## config.mk

```make
export PLATFORM = sky130hd
export DESIGN_NAME = bridge_gate_scheduler
export DESIGN_NICKNAME = d
export VERILOG_FILES = /design/src/rtl/bridge_gate_scheduler.sv
export SDC_FILE = /design/constraint.sdc
export NUM_CORES = 1
export LEC_CHECK = 0
export CAP_MARGIN = 40
export CELL_PAD_IN_SITES_DETAIL_PLACEMENT = 0
export CELL_PAD_IN_SITES_GLOBAL_PLACEMENT = 1
export CORE_ASPECT_RATIO = 1.5
export CORE_UTILIZATION = 40
export DETAILED_ROUTE_END_ITERATION = 7
export PLACE_DENSITY_LB_ADDON = 0.1
export SLEW_MARGIN = 15
export SYNTH_ARGS = -nofsm -noshare
export SYNTH_HDL_FRONTEND = slang
export SYNTH_SLANG_ARGS = --single-unit
export TNS_END_PERCENT = 5
```

## constraint.sdc

```tcl
create_clock -name i_clock -period 2.55 [get_ports i_clock]
set_input_delay 0.51 -clock i_clock [delete_from_list [all_inputs] [get_ports i_clock]]
set_output_delay 0.51 -clock i_clock [all_outputs]
set_load 0.005 [all_outputs]
```

## src/rtl/bridge_gate_scheduler.sv

```systemverilog
// Full-bridge gate sequencer: turns the one-bit switching command into
// shoot-through-free gate patterns with dead time, minimum on-time and fault latch.
module bridge_gate_scheduler #(
  parameter int DT_WIDTH  = 8,
  parameter int MIN_ON    = 20,
  parameter int CNT_WIDTH = 16
) (
  input  logic                 i_clock,
  input  logic                 i_reset,
  input  logic                 i_enable,
  input  logic                 i_sigma,
  input  logic [DT_WIDTH-1:0]  i_deadtime,
  input  logic                 i_fault,
  input  logic                 i_fault_clear,
  output logic [3:0]           o_gate,
  output logic [2:0]           o_state,
  output logic                 o_fault,
  output logic [CNT_WIDTH-1:0] o_switch_count
);

  localparam int MON_W = (MIN_ON > 0) ? $clog2(MIN_ON + 1) : 1;
  localparam logic [DT_WIDTH-1:0] DT_ONE  = DT_WIDTH'(1);
  localparam logic [MON_W-1:0]    MON_ONE = MON_W'(1);
  localparam logic [MON_W-1:0]    MON_LD  = MON_W'(MIN_ON);

  typedef enum logic [2:0] {
    ST_IDLE  = 3'd0,
    ST_DEAD  = 3'd1,
    ST_POS   = 3'd2,
    ST_NEG   = 3'd3,
    ST_FAULT = 3'd4
  } state_e;

  state_e                 state_q, state_d;
  logic                   target_q, target_d;
  logic [DT_WIDTH-1:0]    dead_q, dead_d;
  logic [MON_W-1:0]       minon_q, minon_d;
  logic [CNT_WIDTH-1:0]   cnt_q, cnt_d;
  logic                   fault_q, fault_d;
  logic [3:0]             gate_q, gate_d;
  logic                   start_dead;
  logic [DT_WIDTH-1:0]    dead_load;

  // Counter expires at zero, so a dead time of D occupies max(D,1) cycles.
  assign dead_load = (i_deadtime == '0) ? '0 : i_deadtime - DT_ONE;

  always_comb begin
    // NOTE: every output of this block gets a default first so no latch is inferred.
    state_d    = state_q;
    target_d   = target_q;
    dead_d     = dead_q;
    minon_d    = minon_q;
    cnt_d      = cnt_q;
    fault_d    = fault_q;
    start_dead = 1'b0;

    if (state_q == ST_FAULT) begin
      if (i_fault_clear && !i_fault) begin
        state_d = ST_IDLE;
        fault_d = 1'b0;
      end
    end else if (i_fault) begin
      state_d = ST_FAULT;
      fault_d = 1'b1;
    end else if (!i_enable && state_q != ST_IDLE) begin
      state_d = ST_IDLE;
    end else begin
      case (state_q)
        ST_IDLE: start_dead = i_enable;
        ST_DEAD: begin
          if (dead_q == '0) begin
            state_d = target_q ? ST_POS : ST_NEG;
            minon_d = MON_LD;
            cnt_d   = cnt_q + CNT_WIDTH'(1);
          end else begin
            dead_d = dead_q - DT_ONE;
          end
        end
        ST_POS, ST_NEG: begin
          if (minon_q != '0) begin
            minon_d = minon_q - MON_ONE;
          end else if (i_sigma != (state_q == ST_POS)) begin
            start_dead = 1'b1;
          end
        end
        default: state_d = ST_IDLE;
      endcase
    end

    if (start_dead) begin
      state_d  = ST_DEAD;
      target_d = i_sigma;
      dead_d   = dead_load;
    end

    // Gates decode the next state so the pins change on the same edge as o_state.
    case (state_d)
      ST_POS:  gate_d = 4'b1001;
      ST_NEG:  gate_d = 4'b0110;
      default: gate_d = 4'b0000;
    endcase
  end

  // NOTE: sequential state uses non-blocking assignments so all registers update together.
  always_ff @(posedge i_clock or posedge i_reset) begin
    if (i_reset) begin
      state_q  <= ST_IDLE;
      target_q <= 1'b0;
      dead_q   <= '0;
      minon_q  <= '0;
      cnt_q    <= '0;
      fault_q  <= 1'b0;
      gate_q   <= 4'b0000;
    end else begin
      state_q  <= state_d;
      target_q <= target_d;
      dead_q   <= dead_d;
      minon_q  <= minon_d;
      cnt_q    <= cnt_d;
      fault_q  <= fault_d;
      gate_q   <= gate_d;
    end
  end

  assign o_gate         = gate_q;
  assign o_state        = state_q;
  assign o_fault        = fault_q;
  assign o_switch_count = cnt_q;

endmodule

```

* Yosys cells after proc, flatten, opt, wreduce, memory -nomap -nowiden
Index checks and enable logic that the tools add are counted.
Cells by class: $add $sub $neg 4, equal/unequal tests 14, muxes and demuxes 28, bitwise logic cells 3, reduce and logical (&&, ||, !) cells 18
Operator list (number):
- two-way mux 8 bit | 7
- two-way mux 3 bit | 6
- adder 16 x 1 -> 16 bit (second input constant) | 1
- logical NOT 8 bit | 2
- subtractor 8 x 1 -> 8 bit (second input constant) | 2
- == test 3 x 2 -> 1 bit (second input constant) | 4
- two-way mux 5 bit | 2
- != test 2 bit (second input constant) | 5
- one-hot mux 5 bit (2 select lines) | 1
- AND reduction 5 bit | 2
- two-way mux 1 bit | 9
- one-hot mux 4 bit (2 select lines) | 1
- one-hot mux 3 bit (2 select lines) | 1
- AND reduction 6 bit | 1
- nonzero test 2 bit | 3
- nonzero test 5 bit | 1
- subtractor 5 x 1 -> 5 bit (second input constant) | 1
- != test 2 x 1 -> 1 bit (second input constant) | 2
- == test 3 x 1 -> 1 bit (second input constant) | 1
- == test 3 bit (second input constant) | 1
- logical NOT 3 bit | 1
- NOT 1 bit | 3
- nonzero test 3 bit | 1
- OR reduction 3 bit | 1
- other kinds (6) | 8
Storage, ports and cells: flip-flop bits (word level) 38, bits of input ports 14, output and inout port bits 24, word-level logic and storage cells 74

* Logic depth before layout (Yosys ltp)
word-level depth 11, depth in mapped cells 9, depth with buffers taken out 7

* Least setup slack after synthesis
OpenSTA, ideal clock, no wires.
path type input-to-reg, start point input port i_deadtime[2], end point register dead_q[1], library setup time 0.121 ns, arrival 1.765 ns, required time 2.429 ns, slack 0.663 ns, stages on the path 6, buffers on the path 1, path through or2_1 -> or3_1 -> or4b_1 -> buf_2 -> nand3b_1 -> o21ai_1
On the way: longest elaborated chain between the ends 3
Ends and longest elaborated chain:
- start: declaration | line 12 | input logic [DT_WIDTH-1:0] i_deadtime,
- logical NOT 8 bit | line 45 | assign dead_load = (i_deadtime == '0) ? '0 : i_deadtime - DT_ONE;
- two-way mux 8 bit | line 45
- two-way mux 8 bit | line 90 | if (start_dead) begin
- end signal: assignment | line 109 | dead_q <= '0;
- end signal: assignment | line 117 | dead_q <= dead_d;
- end: declaration | line 36 | logic [DT_WIDTH-1:0] dead_q, dead_d;
No other way between the ends. A chain may end at the register's enable or synchronous reset.

* Worst setup path in the final report
start point input port i_deadtime[3], end point register dead_q[0]
The elaborated chain is that of the path after synthesis.

==> impl_metrics.tcl <==
set metrics [dict create \
    status "completed" \
    root_buffer "clkbuf_8" \
    n_antenna_cell 0 \
    start_util_pct 42.1 \
    combPwrFrac_pct 14.5 \
    start_kind "input pin" \
    fin_crit_ps 2130 \
    async_reset_ff_share_pct 100 \
    max_stage_delay_ps 580 \
    rsz0062_at_grt "no" \
    critPathMaxFanout 6 \
    synth_top_area_share_pct 44.1 \
    wire_per_inst_microns 12.6 \
    drive_gt1_share_pct 10.8 \
    cts.hold.buffers_added 0 \
    rows 31 \
    hold_viol 0 \
    grt_use_total_pct 17.2 \
    swShare_pct 23.8 \
    via_per_inst 5.09 \
    timing.fmax_ghz 0.469 \
    numCtsBuffers 5 \
    netlist_top_cells_area "dfrtp_1 (44%), xnor2_1 (6.4%), mux2i_1 (3.9%), nand3_1 (3.9%), ha_1 (3.1%)" \
    critPathTopFamily "simple AND/OR/NAND/NOR gates" \
    ys_ff_latch 36 \
    fill_cells 469 \
    drtAntennaViolNets 0 \
    num_io_pins 38 \
    power_density_mw_per_mm2 609 \
    synth_flop_cell "dfrtp_1" \
    worst_path_max_delay_cell "or4b_1" \
    gr-total-overflow 0 \
    grt_antenna_before_repair 0 \
    die_height_microns 89.5 \
    cts-htree-levels 2 \
    leakage_nw 1.12 \
    die-width_microns 60.3 \
    hp-class "flip-flop to flip-flop" \
    num_vias 1608 \
    drt-pass1-iter-count 4 \
    yosysWarnings 0 \
    synth_edf_count 0 \
    core-area_sq_mm 0.00485 \
    switchingPower_w 0.000384 \
    synthCells 207 \
    utilization_pct 54.6 \
    postCtsSetupBuffers 0 \
    die_area_sq_mm 0.00540 \
    cts.sinks 36 \
    gp_congestion 0.748 \
    cp.buffers_inverters 1 \
    slew_viol_final 0 \
    cts_resized 0 \
    clockBufferDepth 2 \
    drt_iter0_markers 39 \
    finalCritPeriodShare_pct 83.5 \
    setup_ws_ps 420 \
    cp.required_ps 2710 \
    grt_first_pass_wirelength_microns 6930 \
    final_cell_count_no_fill 316 \
    max-cap-violations 0 \
    grt_max_degree 37 \
    synth_cell_types 45 \
    worst_slew_pin_slew_ps 584 \
    path_clk_slew_ps 80 \
    timing.slew.headroom_pct 60.6 \
    cp_data_arrival_time_ps 2290 \
    nNetsFinal 268 \
    routed_wl_microns 3990 \
    vdd_drop_max_mv 0.278 \
    seqPwrFrac_pct 42.2 \
    post-place-ws_ps 112 \
    cts_tree "yes" \
    syn_nets 226 \
    skew_ps 7.41 \
    yosysMostFrequentCell "dfrtp_1" \
    synth_top_cells_by_count "dfrtp_1 (36), nand3_1 (16), nor2_1 (15), xnor2_1 (15)" \
    syn_to_final_growth_pct 29.7 \
    dp_hpwl_microns 3090 \
    remaining_drc_errors 0 \
    grt_pass1_vias 1554 \
    critPathCaptureType "flip-flop" \
    insertion_delay_ps 290 \
    dp.cells 308 \
    crit_chain "clkdlybuf4s50_1, or2_1, or3_1, or4b_1, nand3_1, o21ai_1" \
    yosysTopAreaCell "dfrtp_1" \
    io_buffer_count 37 \
    multi_input_area_sq_mm 0.00103 \
    syn-cell-area_sq_mm 0.00204 \
    seq_area_sq_um 901 \
    setup_violations 0 \
    synth_seq_area_share_pct 44.1 \
    p_int_w 0.00123 \
    tns_ps 0 \
    syn_area_per_cell_sq_um 9.86 \
    crit_type "input pin to flip-flop" \
    p_clk_share_pct 43.4 \
]
-- sequential cells by signal (all words and copies together), names as in the netlist --
register	flops
dead_q	8
minon_q	5
o_fault	1
o_gate	2
o_state	3
o_switch_count	16
target_q	1
-- metal layers --
metal,global-route usage [%],vias up,wire [microns]
met5,0,-,0
met4,5.71,0,47
met3,3.91,5,92
met2,31.0,22,2160
met1,19.5,772,1690
li1,-,809,-
-- logic make-up after synthesis --
logic type,synth area share [%]
buffers and inverters,5.27
AOI/OAI and AO/OA,7.41
adders and majority gates,3.06
xor gates and xnor gates,9.44
DFF,44.1
and+or+nand+nor,26.2
muxes,4.47
-- cell type report --
type,count,share of cell area [%]
clock buffers,5,2.60
clock inverters,3,3.40
inverters,11,1.56
multi-input cells,150,39.0
flip-flops and latches,36,34.0
well taps,66,3.12
repair buffers,45,16.3
-- power by group through the flow --
stage | clock network, W | registers [W] | logic (W)
after global routing | 0.000742 | 0.000687 | 0.000268
after floorplan | 0 | 0.000680 | 0.000165
after global placement | 0 | 0.000692 | 0.000236
final | 0.000699 | 0.000680 | 0.000233
after detailed placement | 0 | 0.000692 | 0.000239
after CTS | 0.000715 | 0.000681 | 0.000239
-- final timing paths --
check	startpoint	slack, ps	depth (start not counted)	end
worst max-delay path	i_deadtime[3]	420	6	dead_q[0]
worst min-delay path	o_switch_count[15]	470	1	o_switch_count[15]
worst max register to register	dead_q[0]	480	6	o_gate[0]
worst min register to register	o_switch_count[15]	470	1	o_switch_count[15]
max in group asynchronous	i_reset	1590	3	dead_q[4]
min in group asynchronous	i_reset	630	3	o_gate[0]
-- metrics by stage --
stage          total power, W  hold WS, ps  instance area [sq um]
3_5_place_dp         0.000931          463                   2490
6_report              0.00161          471                   2650
2_1_floorplan        0.000844          468                   2040
3_3_place_gp         0.000927          459                   2490
5_1_grt               0.00170          507                   2650
4_1_cts               0.00163          477                   2650
-- worst reg2reg max path: cells and delay by family (launching register included) --
family          cells  cell delay (ps)
compound gates      1              540
fa+ha+maj           1              240
simple gates        3              730
flops               1              420
buf+inv             1               70
-- placed cells by master (no fill, tap or decap), drive strengths merged --
cell type / n
nor2b: 4
a31o: 1
clkbuf: 5
or3: 2
a21o: 1
o311ai: 1
bufinv: 3
a21oi: 6
a31oi: 3
nor3b: 3
o21ai: 12
mux2i: 8
nor4: 4
and3b: 1
nor2: 15
xor2: 7
nor3: 7
inv: 11
buf: 8
ha: 5
a41oi: 1
or4b: 2
and3: 4
and4: 1
or2: 1
nor4b: 1
dfrtp: 36
xnor2: 15
nand3b: 3
nand4: 7
or4: 1
nand3: 16
nand2b: 3
o31a: 1
mux2: 1
clkdlybuf4s50: 37
nand2: 12
and2: 1
No activity file was read; power rests on OpenSTA's default activity.
